## config.mk

```make
export PLATFORM = sky130hd
export DESIGN_NAME = module_banco_registros
export DESIGN_NICKNAME = d
export VERILOG_FILES = /design/src/rtl/module_banco_registros.sv
export SDC_FILE = /design/constraint.sdc
export NUM_CORES = 1
export LEC_CHECK = 0
export BUFFER_PORTS_ARGS = -buffer_cell sky130_fd_sc_hd__buf_2
export CAP_MARGIN = 20
export CORE_UTILIZATION = 39
export DETAILED_ROUTE_END_ITERATION = 7
export SLEW_MARGIN = 20
export SYNTH_ARGS = -nofsm -noshare
export SYNTH_HDL_FRONTEND = slang
export SYNTH_SLANG_ARGS = --single-unit
```

## constraint.sdc

```tcl
create_clock -name clk_i -period 2.87 [get_ports clk_i]
set_input_delay 0 -clock clk_i [delete_from_list [all_inputs] [get_ports clk_i]]
set_output_delay 0 -clock clk_i [all_outputs]
set_load 0.01 [all_outputs]
```

## src/rtl/module_banco_registros.sv

```systemverilog
// module_banco_registros: multi-port register file with a sequential clear sweep.
//
// A flop-based array of 2^N words of W bits with one write port and NR combinational read
// ports. The FSM has two states:
//   CLEAR - writes zero to one entry per clock, walking a pointer from 0 to 2^N-1.
//   READY - accepts normal writes.
// While CLEAR is active, every read port returns zero and writes are dropped.
//
// Parameters
//   W         data width of each entry
//   N         address width (depth = 2^N)
//   NR        number of read ports (1..4)
//   ZERO_REG  when non-zero, entry 0 always reads as zero and writes to it are ignored
//   BYPASS    when non-zero, a same-cycle write is forwarded to read ports with a matching address
//
// Ports
//   clk_i      clock, rising edge
//   rst_i      asynchronous active-high reset; starts a fresh clear sweep
//   we_i       write enable
//   addr_rd_i  write address
//   data_in_i  write data
//   addr_rs_i  read addresses, port k at [k*N +: N]
//   rs_o       read data, port k at [k*W +: W] (combinational)
//   clr_i      request a full clear sweep (ignored while one is running)
//   busy_o     high while a clear sweep is in progress (registered)
//   wr_drop_o  one-cycle pulse after a write was rejected by a running sweep (registered)
module module_banco_registros #(
  parameter int W        = 32,
  parameter int N        = 5,
  parameter int NR       = 2,
  parameter int ZERO_REG = 1,
  parameter int BYPASS   = 1
) (
  input  logic            clk_i,
  input  logic            rst_i,
  input  logic            we_i,
  input  logic [N-1:0]    addr_rd_i,
  input  logic [W-1:0]    data_in_i,
  input  logic [NR*N-1:0] addr_rs_i,
  output logic [NR*W-1:0] rs_o,
  input  logic            clr_i,
  output logic            busy_o,
  output logic            wr_drop_o
);

  localparam int             DEPTH    = 2 ** N;
  localparam logic [N-1:0]   PTR_LAST = '1;
  localparam bit             HAS_ZERO = (ZERO_REG != 0);
  localparam bit             HAS_BYP  = (BYPASS != 0);

  typedef enum logic {
    CLEAR = 1'b0,
    READY = 1'b1
  } state_t;

  state_t         state_q, state_d;
  logic [N-1:0]   ptr_q, ptr_d;
  logic           busy_q, busy_d;
  logic           drop_q, drop_d;

  logic           mem_we;
  logic [N-1:0]   mem_waddr;
  logic [W-1:0]   mem_wdata;
  logic [W-1:0]   mem_q [DEPTH];

  // A write to the hardwired zero entry is discarded silently, without a drop pulse.
  logic           wr_ok;
  assign wr_ok = we_i && !(HAS_ZERO && (addr_rd_i == '0));

  // State, sweep pointer and registered status outputs.
  always_ff @(posedge clk_i or posedge rst_i) begin
    if (rst_i) begin
      state_q <= CLEAR;
      ptr_q   <= '0;
      busy_q  <= 1'b1;
      drop_q  <= 1'b0;
    end else begin
      state_q <= state_d;
      ptr_q   <= ptr_d;
      busy_q  <= busy_d;
      drop_q  <= drop_d;
    end
  end

  // Next-state logic and the single array write port.
  always_comb begin
    state_d   = state_q;
    ptr_d     = ptr_q;
    drop_d    = 1'b0;
    mem_we    = 1'b0;
    mem_waddr = ptr_q;
    mem_wdata = '0;
    unique case (state_q)
      CLEAR: begin
        // Sweep owns the write port; user writes are reported and dropped, clr_i is ignored.
        mem_we    = 1'b1;
        mem_waddr = ptr_q;
        mem_wdata = '0;
        drop_d    = we_i;
        if (ptr_q == PTR_LAST) begin
          state_d = READY;
          ptr_d   = '0;
        end else begin
          ptr_d = ptr_q + N'(1);
        end
      end
      READY: begin
        // A write coinciding with clr_i lands first; the sweep then overwrites it anyway.
        if (wr_ok) begin
          mem_we    = 1'b1;
          mem_waddr = addr_rd_i;
          mem_wdata = data_in_i;
        end
        if (clr_i) begin
          state_d = CLEAR;
          ptr_d   = '0;
        end
      end
      default: begin
        state_d = CLEAR;
        ptr_d   = '0;
      end
    endcase
    busy_d = (state_d == CLEAR);
  end

  // Storage array; contents are not reset directly, the sweep that follows reset zeroes them.
  always_ff @(posedge clk_i) begin
    if (mem_we) begin
      mem_q[mem_waddr] <= mem_wdata;
    end
  end

  // Combinational read ports. state_q is forced to CLEAR asynchronously by rst_i,
  // so the outputs drop to zero immediately on reset.
  for (genvar k = 0; k < NR; k++) begin : g_rd
    logic [N-1:0] ra;
    logic [W-1:0] rd;

    assign ra = addr_rs_i[k*N +: N];

    always_comb begin
      rd = '0;
      if (state_q != READY) begin
        rd = '0;
      end else if (HAS_ZERO && (ra == '0)) begin
        rd = '0;
      end else if (HAS_BYP && we_i && (ra == addr_rd_i)) begin
        rd = data_in_i;
      end else begin
        rd = mem_q[ra];
      end
    end

    assign rs_o[k*W +: W] = rd;
  end

  assign busy_o    = busy_q;
  assign wr_drop_o = drop_q;

endmodule
```

==> impl_metrics.toml, run 1 <==
[status]
status = "finished, final reports clean"

[placement]
dpl_worst_slack_ns = 0.249
gp_congestion = 0.898
hpwl_mm = 104
placed_cell_area_sq_um = 53700
dp.cells = 4632
port_buffers = 116

[setup_path]
cp-start-kind = "flip-flop"
cp-end-kind = "output pin"
rr_startpoint = "state_q"
required_ns = 2.87
path_max_fanout = 2
critPathKind = "flip-flop to output pin"
r2r_end = "mem_q[31][4]"
rrSetupSlack_ns = 0.26
cp.arrival_ns = 2.83
rr_worst_depth = 7

[die]
rows = 130
coreArea_sq_um = 126000
die_x_um = 358
die_h_um = 358
start_util_pct = 39.3
pin_count = 117
die_area_sq_um = 128000

[clock_tree]
cts_tree = "built"
cts_buffer_depth = 3
clk_latency_ns = 0.69
path_clk_slew_ns = 0.06
postCtsSetupRepairBufs = 0
cts_buffers = 106
htreeDepth = 3
clockRootBuffer = "clkbuf_16"
cts_sinks = 1032

[timing]
tightest_slew_ns = 1.11
rsz0062_at_grt = "no"
finalHoldViolations = 0
fmax_mhz = 354
slew_headroom_pct = 25.9
setup_slack_ns = 0.0424
setup_tns_ns = 0
setup_viol = 0
skew_ns = 0.0156
period_needed_ns = 2.83
timing.final.crit_share_pct = 98.5
drv_slew = 0

[power_and_ir_drop]
p_per_area_nw_per_um2 = 726
power_leakage_nw = 19.6
total_power_mw = 41.7
peakVddDrop_uv = 571

[layout]
final_cells = 4856
drive_above_1_share_pct = 29.8
fin_area_sq_um = 57500
fin_nets = 3172
syn_to_final_growth_pct = 16.5

[drt]
drt_iter0_markers = 3999
ant_nets = 0
vias = 31277
drc = 0
drtPass1Iterations = 7
vias_per_cell = 6.44
drt-total-wl_mm = 166
wl_per_cell_um = 34.1

[grt]
antenna_found_initial = 3
grt_use_total_pct = 25.7
overflow = 0
grt_pass1_vias = 32329
grt_max_degree = 56
grt_pass1_wl_mm = 234

[synth]
synth_fp_nets = 2913
synth_edf_count = 1024
yosysWarnings = 0
synthCells = 2860
async_reset_ff_share_pct = 0.775
syn_area_sq_um = 49300
ys_seq_area_share_pct = 62.8
synth_cell_type_count = 54
synth_flop_cell = "edfxtp_1"
syn_avg_cell_area_sq_um = 17.2
synth-seq-cells = 1032

[hold_path]
hold_start = "data_in_i[25]"
hold-path-endpoint = "mem_q[4][25]"
hold_class = "input port to flip-flop"
hold_depth = 3

[job]
cap_violations = 0
## cell usage after synthesis, types with 5 or more instances
cell type | count | share of area, %
nor3_1 | 6 | 0.061
o2111ai_1 | 6 | 0.11
mux2i_1 | 404 | 8.2
clkbuf_1 | 119 | 0.91
edfxtp_1 | 1024 | 62
a22oi_1 | 63 | 0.96
nor2_1 | 41 | 0.31
a21oi_1 | 31 | 0.31
buf_6 | 27 | 0.62
and2_1 | 47 | 0.60
o22ai_1 | 82 | 1.0
o221ai_1 | 88 | 1.6
xor2_1 | 8 | 0.14
mux4_2 | 320 | 15
dfrtp_1 | 7 | 0.36
mux2_2 | 51 | 1.2
buf_4 | 44 | 0.67
nand3_1 | 25 | 0.25
and3_1 | 35 | 0.44
o21ai_0 | 121 | 1.2
nand2b_1 | 5 | 0.063
buf_1 | 21 | 0.16
buf_2 | 34 | 0.35
nor2b_1 | 38 | 0.48
nand2_1 | 42 | 0.32
a31oi_1 | 61 | 0.77
a211o_1 | 10 | 0.18
inv_1 | 6 | 0.046
a41oi_1 | 29 | 0.52
o211a_1 | 6 | 0.12
a22o_1 | 25 | 0.44
## stage by stage
step / utilization (%) / hold WS [ns]
after CTS: 45.8 / 0.00380
after global routing: 45.8 / 0.0329
after floorplan: - / -0.185
after detailed placement: 42.8 / -0.0309
after global placement: 42.8 / -0.0509
final: 45.8 / 0.0252
## worst max path at each step
stage	end	start	slack, ns	cells past startpoint
2_1_floorplan	mem_q[21][0]	state_q	-0.32	7
4_1_cts	rs_o[9]	mem_q[15][9]	0.02	5
6_report	rs_o[30]	mem_q[13][30]	0.04	5
5_1_grt	rs_o[48]	mem_q[13][16]	0.02	6
3_5_place_dp	rs_o[45]	addr_rs_i[5]	0.25	8
3_3_place_gp	rs_o[45]	addr_rs_i[5]	0.24	8
## sequential cells by signal, summed over array words and instances (netlist names)
signal and count:
state_q 1, wr_drop_o 1, ptr_q 5, mem_q 1024, busy_o 1
## final cells by class
type | instances | area, sq um
Antenna cell | 1 | 2.50
Clock buffer | 132 | 2790
Clock inverter | 62 | 608
Fill cell | 10633 | 68100
Inverter | 6 | 22.5
Multi-Input combinational cell | 1574 | 17400
Sequential cell | 1032 | 31000
Tap cell | 1650 | 2060
Timing Repair Buffer | 399 | 3640
## metal layers
layer / wire (um) / GRT usage [%]
met1: 61700 / 33.3
met2: 77600 / 40.6
met3: 16300 / 5.50
met4: 10200 / 14.1
met5: 10 / 0
## report_power, final
group / internal [mW] / switching, mW / leakage (nW)
registers: 18.8 / 0.738 / 9.64
logic: 2.91 / 5.51 / 8.31
clock network: 7.87 / 5.87 / 1.66
## cell usage in the layout, fill, tap and decap left out, types with 27 or more instances in the layout
cell and instances:
a22oi_1 63, a31oi_1 60, mux4_2 320, nor2b_1 33, nor2_4 35, a41oi_1 27
nand2_1 41, a21oi_1 30, buf_2 109, dlygate4sd3_1 29, mux2_2 51, mux2i_1 404
and2_1 46, and3_1 35, edfxtp_1 1024, o221ai_1 79, o22ai_1 82, buf_12 65
o21ai_0 121, clkbuf_16 108, buf_4 190
## timing repair
item | CTS | global route
gates resized for setup | 13 | 1
endpoints found under the hold margin | 527 | 0
hold buffers | 29 | 0
endpoints found under the setup margin | 11 | 1
## critical path: stages, from the launching register on
cell,delay (ns)
edfxtp_1,0.39
mux4_2,0.47
mux2_2,0.29
o221ai_1,0.42
a41oi_1,0.34
buf_2,0.24
## cells by family after synthesis
| logic type | Yosys count | synth area share [%] |
|---|---|---|
| compound gates | 536 | 7.50 |
| xor+xnor | 10 | 0.178 |
| simple gates | 251 | 2.69 |
| flops | 1032 | 62.8 |
| fa+ha+maj | 2 | 0.0507 |
| mux | 775 | 24.0 |
| buf+inv | 254 | 2.82 |
Note: power is estimated with default switching activity, not from simulation.
==> run 2, diff against run 1 <==
--- a/config.mk
+++ b/config.mk
@@ -9,6 +9,7 @@
 export CAP_MARGIN = 20
 export CORE_UTILIZATION = 39
 export DETAILED_ROUTE_END_ITERATION = 7
+export MAX_ROUTING_LAYER = met4
 export SLEW_MARGIN = 20
 export SYNTH_ARGS = -nofsm -noshare
 export SYNTH_HDL_FRONTEND = slang
==> run 2 against run 1 <==
Net effect:
- via count increased by 1.4%
- clock power increased by 3%
- register-to-register slack improved by 0.02 ns
- hold slack improved by 0.024 ns
- largest cell class unchanged
- highest routed layer is now met4
==> impl_metrics.toml, run 2 (synthesis gave the netlist of run 1 again) <==
[status]
status = "finished, final reports clean"

[power_and_ir_drop]
power_leakage_nw = 19.7
combPwrFrac_pct = 20.2
intPower_mw = 29.8
sequentialPowerShare_pct = 46.5
p_sw_mw = 12.3
total_power_mw = 42.1
power_frac_clock_pct = 33.4
p_per_area_nw_per_um2 = 730
swShare_pct = 29.2
peakVddDrop_uv = 653

[setup_path]
cp_top_family = "simple AND/OR/NAND/NOR gates"
path_max_fanout = 15
rrSetupSlack_ns = 0.28
crit_slowest_cell = "a31oi_1"
cp-end-kind = "output pin"
cp.arrival_ns = 2.86
cp-start-kind = "input port"
cpPeakStageDelay_ns = 0.63
crit_top_cell = "buf_2"
cp_num_buf_inv = 3
crit_chain = "dlygate4sd3_1 -> buf_2 -> xor2_1 -> nor4_4 -> nand3_4 -> a31oi_1 -> buf_2"
critPathKind = "input port to output pin"
required_ns = 2.87

[clock_tree]
cts_sinks = 1032
path_clk_slew_ns = 0.06
cts_buffer_depth = 3
cts_tree = "built"
postCtsSetupRepairBufs = 0
htreeDepth = 3
clk_latency_ns = 0.71
clockRootBuffer = "clkbuf_16"
cts_buffers = 107

[grt]
grt_max_degree = 54
grt_pass1_wl_mm = 235
grt_use_total_pct = 26.8
antenna_found_initial = 4
overflow = 0
grt_pass1_vias = 32155

[layout]
largest_reg_flops = 1024
drive_above_1_share_pct = 30.1
fin_area_sq_um = 57700
fillers = 10692
final_common_cell = "edfxtp_1"
regMostFlops = "mem_q"
largest_registers = "mem_q: 1024 flops, ptr_q: 5 flops"
final_cells = 4869
fin_nets = 3180
most-common-layout-cells = "edfxtp_1, mux2i_1, mux4_2, buf_4, o21ai_0"
syn_to_final_growth_pct = 17.0

[timing]
timing.final.crit_share_pct = 99.5
slew_headroom_pct = 24.1
rsz0062_at_grt = "no"
drv_slew = 0
fmax_mhz = 350
setup_slack_ns = 0.0130
tightest_slew_ns = 1.13
holdWs_ns = 0.0488
setup_viol = 0
period_needed_ns = 2.86
finalHoldViolations = 0
skew_ns = 0.0437

[die]
die_area_sq_um = 128000
pin_count = 117
die_x_um = 358
rows = 130
coreArea_sq_um = 126000
start_util_pct = 39.3
die_h_um = 358

[job]
cap_violations = 0

[placement]
gp_congestion = 0.910
placed_cell_area_sq_um = 53700
hpwl_mm = 102
port_buffers = 116
dp.cells = 4632
dpl_worst_slack_ns = 0.156

[drt]
drt_iter0_markers = 3964
drc = 0
vias = 31725
drt-total-wl_mm = 168
vias_per_cell = 6.52
drtPass1Iterations = 8
wl_per_cell_um = 34.5
ant_nets = 0

[hold_path]
hold_class = "input port to flip-flop"
==> run 2: cell types whose count changed in the layout (fill, tap and decap cells not counted), sizes merged <==
| cell | before | now |
|---|---|---|
| clkinv | 44 | 55 |
| dlygate4sd3 | 29 | 34 |
| inv | 10 | 9 |
| nand3 | 25 | 26 |
| buf | 370 | 371 |
| bufinv | 11 | 13 |
| clkbuf | 132 | 124 |
| diode | 1 | 3 |
==> run 2: final timing paths <==
kind | from | end | depth (start not counted)
worst min-delay path | data_in_i[25] | mem_q[20][25] | 3
worst max register to register | state_q | mem_q[11][18] | 5
worst max-delay path | addr_rd_i[0] | rs_o[33] | 7
max in group asynchronous | rst_i | busy_o | 4
worst min register to register | state_q | wr_drop_o | 1
min in group asynchronous | rst_i | wr_drop_o | 4
==> run 2: stage by stage <==
stage	setup TNS, ns	utilization, %
2_1_floorplan	-91.24	-
3_3_place_gp	0	42.8
3_5_place_dp	0	42.8
4_1_cts	0	45.9
6_report	0	46.0
5_1_grt	0	45.9
==> run 2: routing by layer <==
layer	GRT usage, %	up-vias	part of all wire [%]
met4	11.9	0	5.1
met2	41.2	1993	47
met5	-	-	0
met1	34.7	16731	38
met3	4.84	382	9.4
li1	-	12619	-
==> run 2: timing repair <==
action	4_1_cts	5_1_grt
resized for setup	11	8
endpoints found under the hold margin	816	0
pin swaps	0	2
hold buffers	34	0
gates cloned	0	1
endpoints found under the setup margin	10	12
==> run 2: power by group through the flow <==
stage	logic (mW)	registers [mW]	clock network, mW
2_1_floorplan	4.32	19.6	0
3_3_place_gp	8.11	19.7	0
3_5_place_dp	8.25	19.9	0
4_1_cts	8.33	19.6	14.2
5_1_grt	8.77	19.7	14.7
6_report	8.50	19.6	14.1
==> run 2: layout make-up <==
class                   count  area (sq um)  share of cell area [%]
inverters                   6          22.5                  0.0390
clock inverters            74           757                    1.31
diodes                      3          7.51                  0.0130
flip-flops and latches   1032         31000                    53.6
repair buffers            405          3700                    6.42
well taps                1650          2060                    3.58
multi-input cells        1575         17400                    30.2
clock buffers             124          2760                    4.79
==> run 2: worst min-delay path: stages <==
cell    delay, ns
buf_2        0.14
and2_1       0.14
buf_4        0.23
